===== src/rtl/lsu_pkg.sv =====
// Shared definitions for the byte-serial load/store unit.
// Holds the RISC-V funct3 load/store size encodings, the controller state
// enum, the registered request payload and the access-size helper.
package lsu_pkg;

    localparam int unsigned ADDR_W = 32;
    localparam int unsigned DATA_W = 32;

    localparam logic [2:0] F3_B  = 3'b000;
    localparam logic [2:0] F3_H  = 3'b001;
    localparam logic [2:0] F3_W  = 3'b010;
    localparam logic [2:0] F3_BU = 3'b100;
    localparam logic [2:0] F3_HU = 3'b101;

    typedef enum logic [1:0] {
        IDLE,
        XFER,
        DRAIN,
        RESP
    } state_t;

    typedef struct packed {
        logic              wr;
        logic [2:0]        ctrl;
        logic [ADDR_W-1:0] addr;
        logic [DATA_W-1:0] data;
    } lsu_req_t;

    // Number of bytes touched by an access; illegal encodings report 4.
    function automatic logic [2:0] size_bytes(input logic [2:0] ctrl);
        case (ctrl)
            F3_B, F3_BU: size_bytes = 3'd1;
            F3_H, F3_HU: size_bytes = 3'd2;
            default:     size_bytes = 3'd4;
        endcase
    endfunction

endpackage


===== src/rtl/lsu_extend.sv =====
// Sign/zero extension of assembled load data.
// Ports: ctrl   - funct3 of the load
//        raw    - little-endian assembled bytes (unused upper bytes are 0)
//        data_c - extended result (combinational)
module lsu_extend
    import lsu_pkg::*;
(
    input  logic [2:0]        ctrl,
    input  logic [DATA_W-1:0] raw,
    output logic [DATA_W-1:0] data_c
);

    always_comb begin
        data_c = raw;
        case (ctrl)
            F3_B:    data_c = {{24{raw[7]}}, raw[7:0]};
            F3_H:    data_c = {{16{raw[15]}}, raw[15:0]};
            F3_BU:   data_c = {24'h0, raw[7:0]};
            F3_HU:   data_c = {16'h0, raw[15:0]};
            default: data_c = raw;
        endcase
    end

endmodule


===== src/rtl/lsu_byte_master.sv =====
// Load/store initiator driving a byte-wide data memory, one byte per cycle,
// little-endian, with RISC-V load extension.
// Ports: clk/rst_n (sync active-low reset)
//        LSUReq*  - request handshake (Valid/Ready, Wr, Ctrl=funct3, Addr, Data)
//        LSURsp*  - response handshake (Valid/Ready, Data, Err)
//        Mem*     - byte memory port (En, Wr, Addr, WData, RData one cycle later)
// Optional feature: define LSU_MISALIGN_TRAP_EN to reject misaligned H/HU/W
// accesses instead of performing them byte-wise.
module lsu_byte_master
    import lsu_pkg::*;
#(
    parameter int unsigned MEM_BYTES = 64
) (
    input  logic              clk,
    input  logic              rst_n,
    input  logic              LSUReqValid,
    output logic              LSUReqReady,
    input  logic              LSUReqWr,
    input  logic [2:0]        LSUReqCtrl,
    input  logic [ADDR_W-1:0] LSUReqAddr,
    input  logic [DATA_W-1:0] LSUReqData,
    output logic              LSURspValid,
    input  logic              LSURspReady,
    output logic [DATA_W-1:0] LSURspData,
    output logic              LSURspErr,
    output logic              MemEn,
    output logic              MemWr,
    output logic [ADDR_W-1:0] MemAddr,
    output logic [7:0]        MemWData,
    input  logic [7:0]        MemRData
);

    state_t            state, state_n;
    lsu_req_t          req, req_n;
    logic [1:0]        idx, idx_n;
    logic [1:0]        last, last_n;
    logic              pend, pend_n;
    logic [1:0]        cap_idx, cap_idx_n;
    logic [DATA_W-1:0] result, result_n;

    logic              req_ready_n, rsp_valid_n, rsp_err_n;
    logic [DATA_W-1:0] rsp_data_n;
    logic              mem_en_n, mem_wr_n;
    logic [ADDR_W-1:0] mem_addr_n;
    logic [7:0]        mem_wdata_n;

    logic [2:0]        size_in_c;
    logic [ADDR_W:0]   end_addr_c;
    logic              bad_ctrl_c, bad_range_c, misalign_c, reject_c;
    logic [1:0]        nxt_idx_c;
    logic [DATA_W-1:0] assembled_c, ext_c;

    // Request legality, evaluated on the live request inputs in IDLE.
    // The end address uses one extra bit so a high address cannot wrap below the limit.
    assign size_in_c   = size_bytes(LSUReqCtrl);
    assign end_addr_c  = {1'b0, LSUReqAddr} + (ADDR_W+1)'(size_in_c) - (ADDR_W+1)'(1);
    assign bad_ctrl_c  = (LSUReqCtrl == 3'b011) || (LSUReqCtrl == 3'b110) ||
                         (LSUReqCtrl == 3'b111) || (LSUReqCtrl[2] && LSUReqWr);
    assign bad_range_c = end_addr_c >= (ADDR_W+1)'(MEM_BYTES);

`ifdef LSU_MISALIGN_TRAP_EN
    assign misalign_c  = (((LSUReqCtrl == F3_H) || (LSUReqCtrl == F3_HU)) && LSUReqAddr[0]) ||
                         ((LSUReqCtrl == F3_W) && (LSUReqAddr[1:0] != 2'b00));
`else
    assign misalign_c  = 1'b0;
`endif

    assign reject_c  = bad_ctrl_c || bad_range_c || misalign_c;
    assign nxt_idx_c = idx + 2'd1;

    // Merge the read byte returning this cycle into the partial result.
    always_comb begin
        assembled_c = result;
        if (pend) begin
            assembled_c[{cap_idx, 3'b000} +: 8] = MemRData;
        end
    end

    lsu_extend u_extend (
        .ctrl   (req.ctrl),
        .raw    (assembled_c),
        .data_c (ext_c)
    );

    // Next-state and next-output logic; all outputs are registered below.
    always_comb begin
        state_n     = state;
        req_n       = req;
        idx_n       = idx;
        last_n      = last;
        result_n    = assembled_c;
        pend_n      = MemEn && !MemWr;
        cap_idx_n   = idx;
        req_ready_n = LSUReqReady;
        rsp_valid_n = LSURspValid;
        rsp_data_n  = LSURspData;
        rsp_err_n   = LSURspErr;
        mem_en_n    = 1'b0;
        mem_wr_n    = 1'b0;
        mem_addr_n  = MemAddr;
        mem_wdata_n = MemWData;

        case (state)
            IDLE: begin
                if (LSUReqValid && LSUReqReady) begin
                    req_n       = '{wr: LSUReqWr, ctrl: LSUReqCtrl,
                                    addr: LSUReqAddr, data: LSUReqData};
                    req_ready_n = 1'b0;
                    if (reject_c) begin
                        state_n     = RESP;
                        rsp_valid_n = 1'b1;
                        rsp_err_n   = 1'b1;
                        rsp_data_n  = '0;
                    end else begin
                        state_n     = XFER;
                        idx_n       = 2'd0;
                        last_n      = 2'(size_in_c - 3'd1);
                        result_n    = '0;
                        mem_en_n    = 1'b1;
                        mem_wr_n    = LSUReqWr;
                        mem_addr_n  = LSUReqAddr;
                        mem_wdata_n = LSUReqData[7:0];
                    end
                end
            end
            XFER: begin
                if (idx != last) begin
                    idx_n       = nxt_idx_c;
                    mem_en_n    = 1'b1;
                    mem_wr_n    = req.wr;
                    mem_addr_n  = req.addr + ADDR_W'(nxt_idx_c);
                    mem_wdata_n = req.data[{nxt_idx_c, 3'b000} +: 8];
                end else if (req.wr) begin
                    state_n     = RESP;
                    rsp_valid_n = 1'b1;
                    rsp_err_n   = 1'b0;
                    rsp_data_n  = '0;
                end else begin
                    state_n     = DRAIN;
                end
            end
            DRAIN: begin
                state_n     = RESP;
                rsp_valid_n = 1'b1;
                rsp_err_n   = 1'b0;
                rsp_data_n  = ext_c;
            end
            RESP: begin
                if (LSURspReady) begin
                    state_n     = IDLE;
                    req_ready_n = 1'b1;
                    rsp_valid_n = 1'b0;
                    rsp_err_n   = 1'b0;
                    rsp_data_n  = '0;
                end
            end
            default: state_n = IDLE;
        endcase
    end

    // State and output registers.
    always_ff @(posedge clk) begin
        if (!rst_n) begin
            state       <= IDLE;
            req         <= '0;
            idx         <= '0;
            last        <= '0;
            pend        <= 1'b0;
            cap_idx     <= '0;
            result      <= '0;
            LSUReqReady <= 1'b1;
            LSURspValid <= 1'b0;
            LSURspData  <= '0;
            LSURspErr   <= 1'b0;
            MemEn       <= 1'b0;
            MemWr       <= 1'b0;
            MemAddr     <= '0;
            MemWData    <= '0;
        end else begin
            state       <= state_n;
            req         <= req_n;
            idx         <= idx_n;
            last        <= last_n;
            pend        <= pend_n;
            cap_idx     <= cap_idx_n;
            result      <= result_n;
            LSUReqReady <= req_ready_n;
            LSURspValid <= rsp_valid_n;
            LSURspData  <= rsp_data_n;
            LSURspErr   <= rsp_err_n;
            MemEn       <= mem_en_n;
            MemWr       <= mem_wr_n;
            MemAddr     <= mem_addr_n;
            MemWData    <= mem_wdata_n;
        end
    end

endmodule


===== config.mk =====
export PLATFORM = sky130hd
export DESIGN_NAME = lsu_byte_master
export DESIGN_NICKNAME = d
export VERILOG_FILES = /design/src/rtl/lsu_pkg.sv /design/src/rtl/lsu_extend.sv /design/src/rtl/lsu_byte_master.sv
export SDC_FILE = /design/constraint.sdc
export NUM_CORES = 1
export LEC_CHECK = 0
export BUFFER_PORTS_ARGS = -buffer_cell sky130_fd_sc_hd__buf_2
export CAP_MARGIN = 20
export CORE_MARGIN = 2
export CORE_UTILIZATION = 23
export DETAILED_ROUTE_END_ITERATION = 12
export SYNTH_ARGS = -nofsm -noshare
export SYNTH_HDL_FRONTEND = slang
export SYNTH_HIERARCHICAL = 1
export SYNTH_SLANG_ARGS = --single-unit

===== constraint.sdc =====
create_clock -name clk -period 9.6 [get_ports clk]
set_input_delay 0.48 -clock clk [delete_from_list [all_inputs] [get_ports clk]]
set_output_delay 0.48 -clock clk [all_outputs]
set_load 0.05 [all_outputs]

==> flow_metrics.py <==
metrics = {
    "run_status": {
        "outcome": "finished, final reports clean",
    },
    "place": {
        "io_buffers": 156,
        "dpl_cell_area_um2": 12200,
        "post-dp-hpwl_um": 25100,
        "globalplace.congestion": 0.884,
    },
    "worst_setup_path": {
        "startpoint": "LSUReqCtrl[0]",
        "reg2reg_from": "state[0]",
        "crit_path_end_kind": "register",
        "worstPathArrival_ns": 5.31,
        "cp_max_fo": 34,
        "max_stage_delay_ns": 0.47,
        "crit_type": "in -> reg",
        "cpMaxStageDelayCell": "nor4_4",
        "rr_worst_depth": 9,
        "timing.rr.end": "MemAddr[16]",
        "cp-endpoint": "MemAddr[16]",
        "path_cells": "buf_2 > or2_2 > ha_1 > or3_1 > ha_1 > inv_1 > ha_1 > inv_1 > fa_1 > nand2b_1 > a21oi_2 > o21ai_1 > a21oi_1 > o21ai_0 > a2111oi_2 > nand4_2 > nor4_4 > o22ai_4 > buf_4 > mux2i_1",
        "rrSetupSlack_ns": 5.92,
        "cp_common_cell": "ha_1",
        "cp_data_required_time_ns": 9.92,
        "cp-start-kind": "input pin",
    },
    "sta": {
        "period_minus_slack_ns": 4.99,
        "fin_tns_setup_ns": 0,
        "drv_slew": 0,
        "tightest_slew_ns": 0.843,
        "fin_crit_sh_pct": 51.9,
        "maxSlewHeadroom_pct": 43.8,
        "hold_viol_final": 0,
        "setup_viol": 0,
        "fin_worst_skew_ns": 0.0197,
        "max_freq_mhz": 201,
        "rsz0062_at_grt": "no",
    },
    "floorplan": {
        "die-height_um": 223,
        "num_rows": 80,
        "start_util_pct": 23.2,
        "dieArea_um2": 49600,
        "core_um2": 47400,
        "ios": 157,
        "die_x_um": 223,
    },
    "routing": {
        "vias_per_cell": 4.75,
        "drc": 0,
        "drt-total-wl_um": 33400,
        "drt_iter0_drc": 589,
        "first_pass_iters": 5,
        "ant_nets": 0,
        "wl_per_cell_um": 15.8,
        "vias": 10018,
    },
    "finish": {
        "nNetsFinal": 1607,
        "final_area_um2": 12900,
        "layout-drive-gt1-share_pct": 16.9,
        "area_growth_pct": 17.1,
        "fillCellCount": 5168,
    },
    "global_route": {
        "grt_pass1_vias": 9702,
        "grt_usage_pct": 13.5,
        "grt_pass1_wl_um": 53100,
        "grt-ovfl-total": 0,
        "antenna_found_initial": 8,
        "grt_max_degree": 81,
    },
    "power_and_ir_drop": {
        "seq_power_share_pct": 36.2,
        "p_per_area_nw_per_um2": 202,
        "p_sw_share_pct": 40.8,
        "ir_drop_mv": 0.118,
        "p_sw_w": 0.00106,
        "cellLeakagePower_nw": 5.35,
        "p_int_w": 0.00154,
        "clkPwrFrac_pct": 27.9,
        "p_comb_share_pct": 35.9,
    },
    "yosys": {
        "synth_area_per_cell_um2": 7.94,
        "syn_nets": 1513,
        "synthCells": 1385,
        "synth.most_common_cell": "nand2_1",
        "synth_flop_cell": "dfxtp_1",
        "synth.area.top_cells": "dfxtp_1, nand2_1, mux2i_1",
        "yosys_warnings": 6,
        "async_reset_ff_share_pct": 0,
        "yosysTopAreaCellShare_pct": 33.8,
        "synth_common_cells": "nand2_1, dfxtp_1, a21oi_1, mux2i_1, inv_1",
        "ys_ff_latch": 186,
        "ys_seq_area_share_pct": 33.8,
        "synth.largest_area_cell": "dfxtp_1",
        "netlist_area_um2": 11000,
        "synth_edf_count": 0,
        "synth_cell_types": 79,
    },
    "clock_network": {
        "cts_max_level": 4,
        "cts_root_buf": "clkbuf_16",
        "clk_latency_ns": 0.47,
        "clkSinkCount": 186,
        "cts-resized-gates": 0,
        "cts_tree": "done",
        "clockBufferDepth": 2,
        "hold_buffers": 0,
        "cts_buffers": 17,
        "post_cts_buffers": 0,
        "path_clk_slew_ns": 0.08,
    },
    "worst_hold_path": {
        "hp-class": "in -> reg",
        "worstHoldStart": "LSUReqData[30]",
    },
    "flow_run": {
        "maxCapViolCount": 0,
    },
}
## per-layer routing
metal	global-route usage [%]	up-vias	part of all wire (%)
met5	0	-	0.27
met3	4.10	47	5.3
met2	23.3	195	49
li1	-	5020	-
met4	3.01	14	1.4
met1	16.5	4742	44
## critical path, delay by kind of cell
| kind | cells | cell delay, ns |
|---|---|---|
| and+or+nand+nor | 5 | 1.51 |
| AOI/OAI and AO/OA | 6 | 1.54 |
| muxes | 1 | 0.20 |
| buffers and inverters | 4 | 0.65 |
| adders and majority gates | 4 | 0.90 |
## sequential cells by signal, indices dropped and copies added (netlist names), 2 cells and up
signal      flops
MemAddr        32
LSURspData     32
last            2
cap_idx         2
result         32
req            68
cap_idx_n       2
state           2
MemWData        8
## placed cells by master (no fill, tap or decap), types with 4 or more instances in the layout
cell type | synthesis | final
nand2_1 | 329 | 329
dfxtp_1 | 186 | 186
buf_2 | 18 | 156
a21oi_1 | 105 | 105
mux2i_1 | 78 | 78
inv_1 | 58 | 57
nand3_1 | 54 | 53
o21ai_0 | 52 | 52
nor2_1 | 45 | 45
ha_1 | 46 | 45
nor2b_1 | 37 | 37
o211ai_1 | 36 | 36
a22o_1 | 32 | 32
xor2_1 | 28 | 28
nand4_1 | 20 | 20
clkbuf_16 | 0 | 17
xnor2_1 | 15 | 15
buf_4 | 9 | 14
nand2b_1 | 12 | 12
nor3_1 | 10 | 10
a21o_1 | 9 | 9
mux2_2 | 9 | 9
o21ai_1 | 8 | 8
mux4_2 | 8 | 8
or3_1 | 7 | 7
a211oi_1 | 7 | 7
clkinv_8 | 0 | 6
nor4_1 | 5 | 5
a31oi_1 | 5 | 5
a21boi_0 | 5 | 5
a21oi_2 | 6 | 5
nor4b_1 | 4 | 4
o21a_1 | 4 | 4
## worst min path at each step
stage                           endpoint  slack (ns)  cells after the start
final                            req[30]        0.25                      3
after global placement    LSURspData[25]        0.44                      2
after floorplan                  req[24]        0.43                      2
after detailed placement         req[28]        0.44                      2
after global routing             req[29]        0.23                      3
after CTS                        req[30]        0.22                      3
## cell type report
type                       instances  area (µm²)  area share [%]
antenna                            2        5.00          0.0388
clock inverter                    14         175            1.36
tap                              615         769            5.97
multi-input combinational       1044        6620            51.3
clock buffer                      18         439            3.41
inverter                          58         218            1.69
timing repair buffer             172         941            7.30
sequential                       186        3720            28.9
## kinds of logic (layout without fill, tap and decap cells)
logic type / after synthesis / count (layout) / share of synthesized area [%]
other: 0 / 2 / 0
AO/OA/AOI/OAI: 314 / 314 / 18.8
multiplexers: 97 / 97 / 9.88
adder cells (fa/ha/maj): 48 / 48 / 5.60
flip-flops: 186 / 186 / 33.8
XOR/XNOR: 43 / 43 / 3.42
AND/OR/NAND/NOR: 542 / 542 / 22.2
buffers and inverters: 155 / 262 / 6.22
## power groups by stage
stage | Sequential [W] | Clock [W] | Combinational, W
2_1_floorplan | 0.00107 | 0 | 0.000597
3_3_place_gp | 0.000953 | 0 | 0.000926
3_5_place_dp | 0.000958 | 0 | 0.000934
4_1_cts | 0.000940 | 0.000755 | 0.000936
5_1_grt | 0.000955 | 0.000782 | 0.00103
6_report | 0.000941 | 0.000727 | 0.000935
## per-stage QoR
step | std cells | util, % | power (W) | setup WS, ns | hold slack [ns]
floorplan | 1385 | - | 0.00166 | 5.22 | 0.433
finish | 2109 | 27.2 | 0.00260 | 4.61 | 0.255
global route | 2107 | 27.2 | 0.00277 | 4.20 | 0.230
global placement | 2072 | 25.7 | 0.00188 | 4.08 | 0.439
CTS | 2105 | 27.0 | 0.00263 | 4.40 | 0.219
detailed placement | 2073 | 25.7 | 0.00189 | 3.96 | 0.445
(Power assumes the default switching activity.)
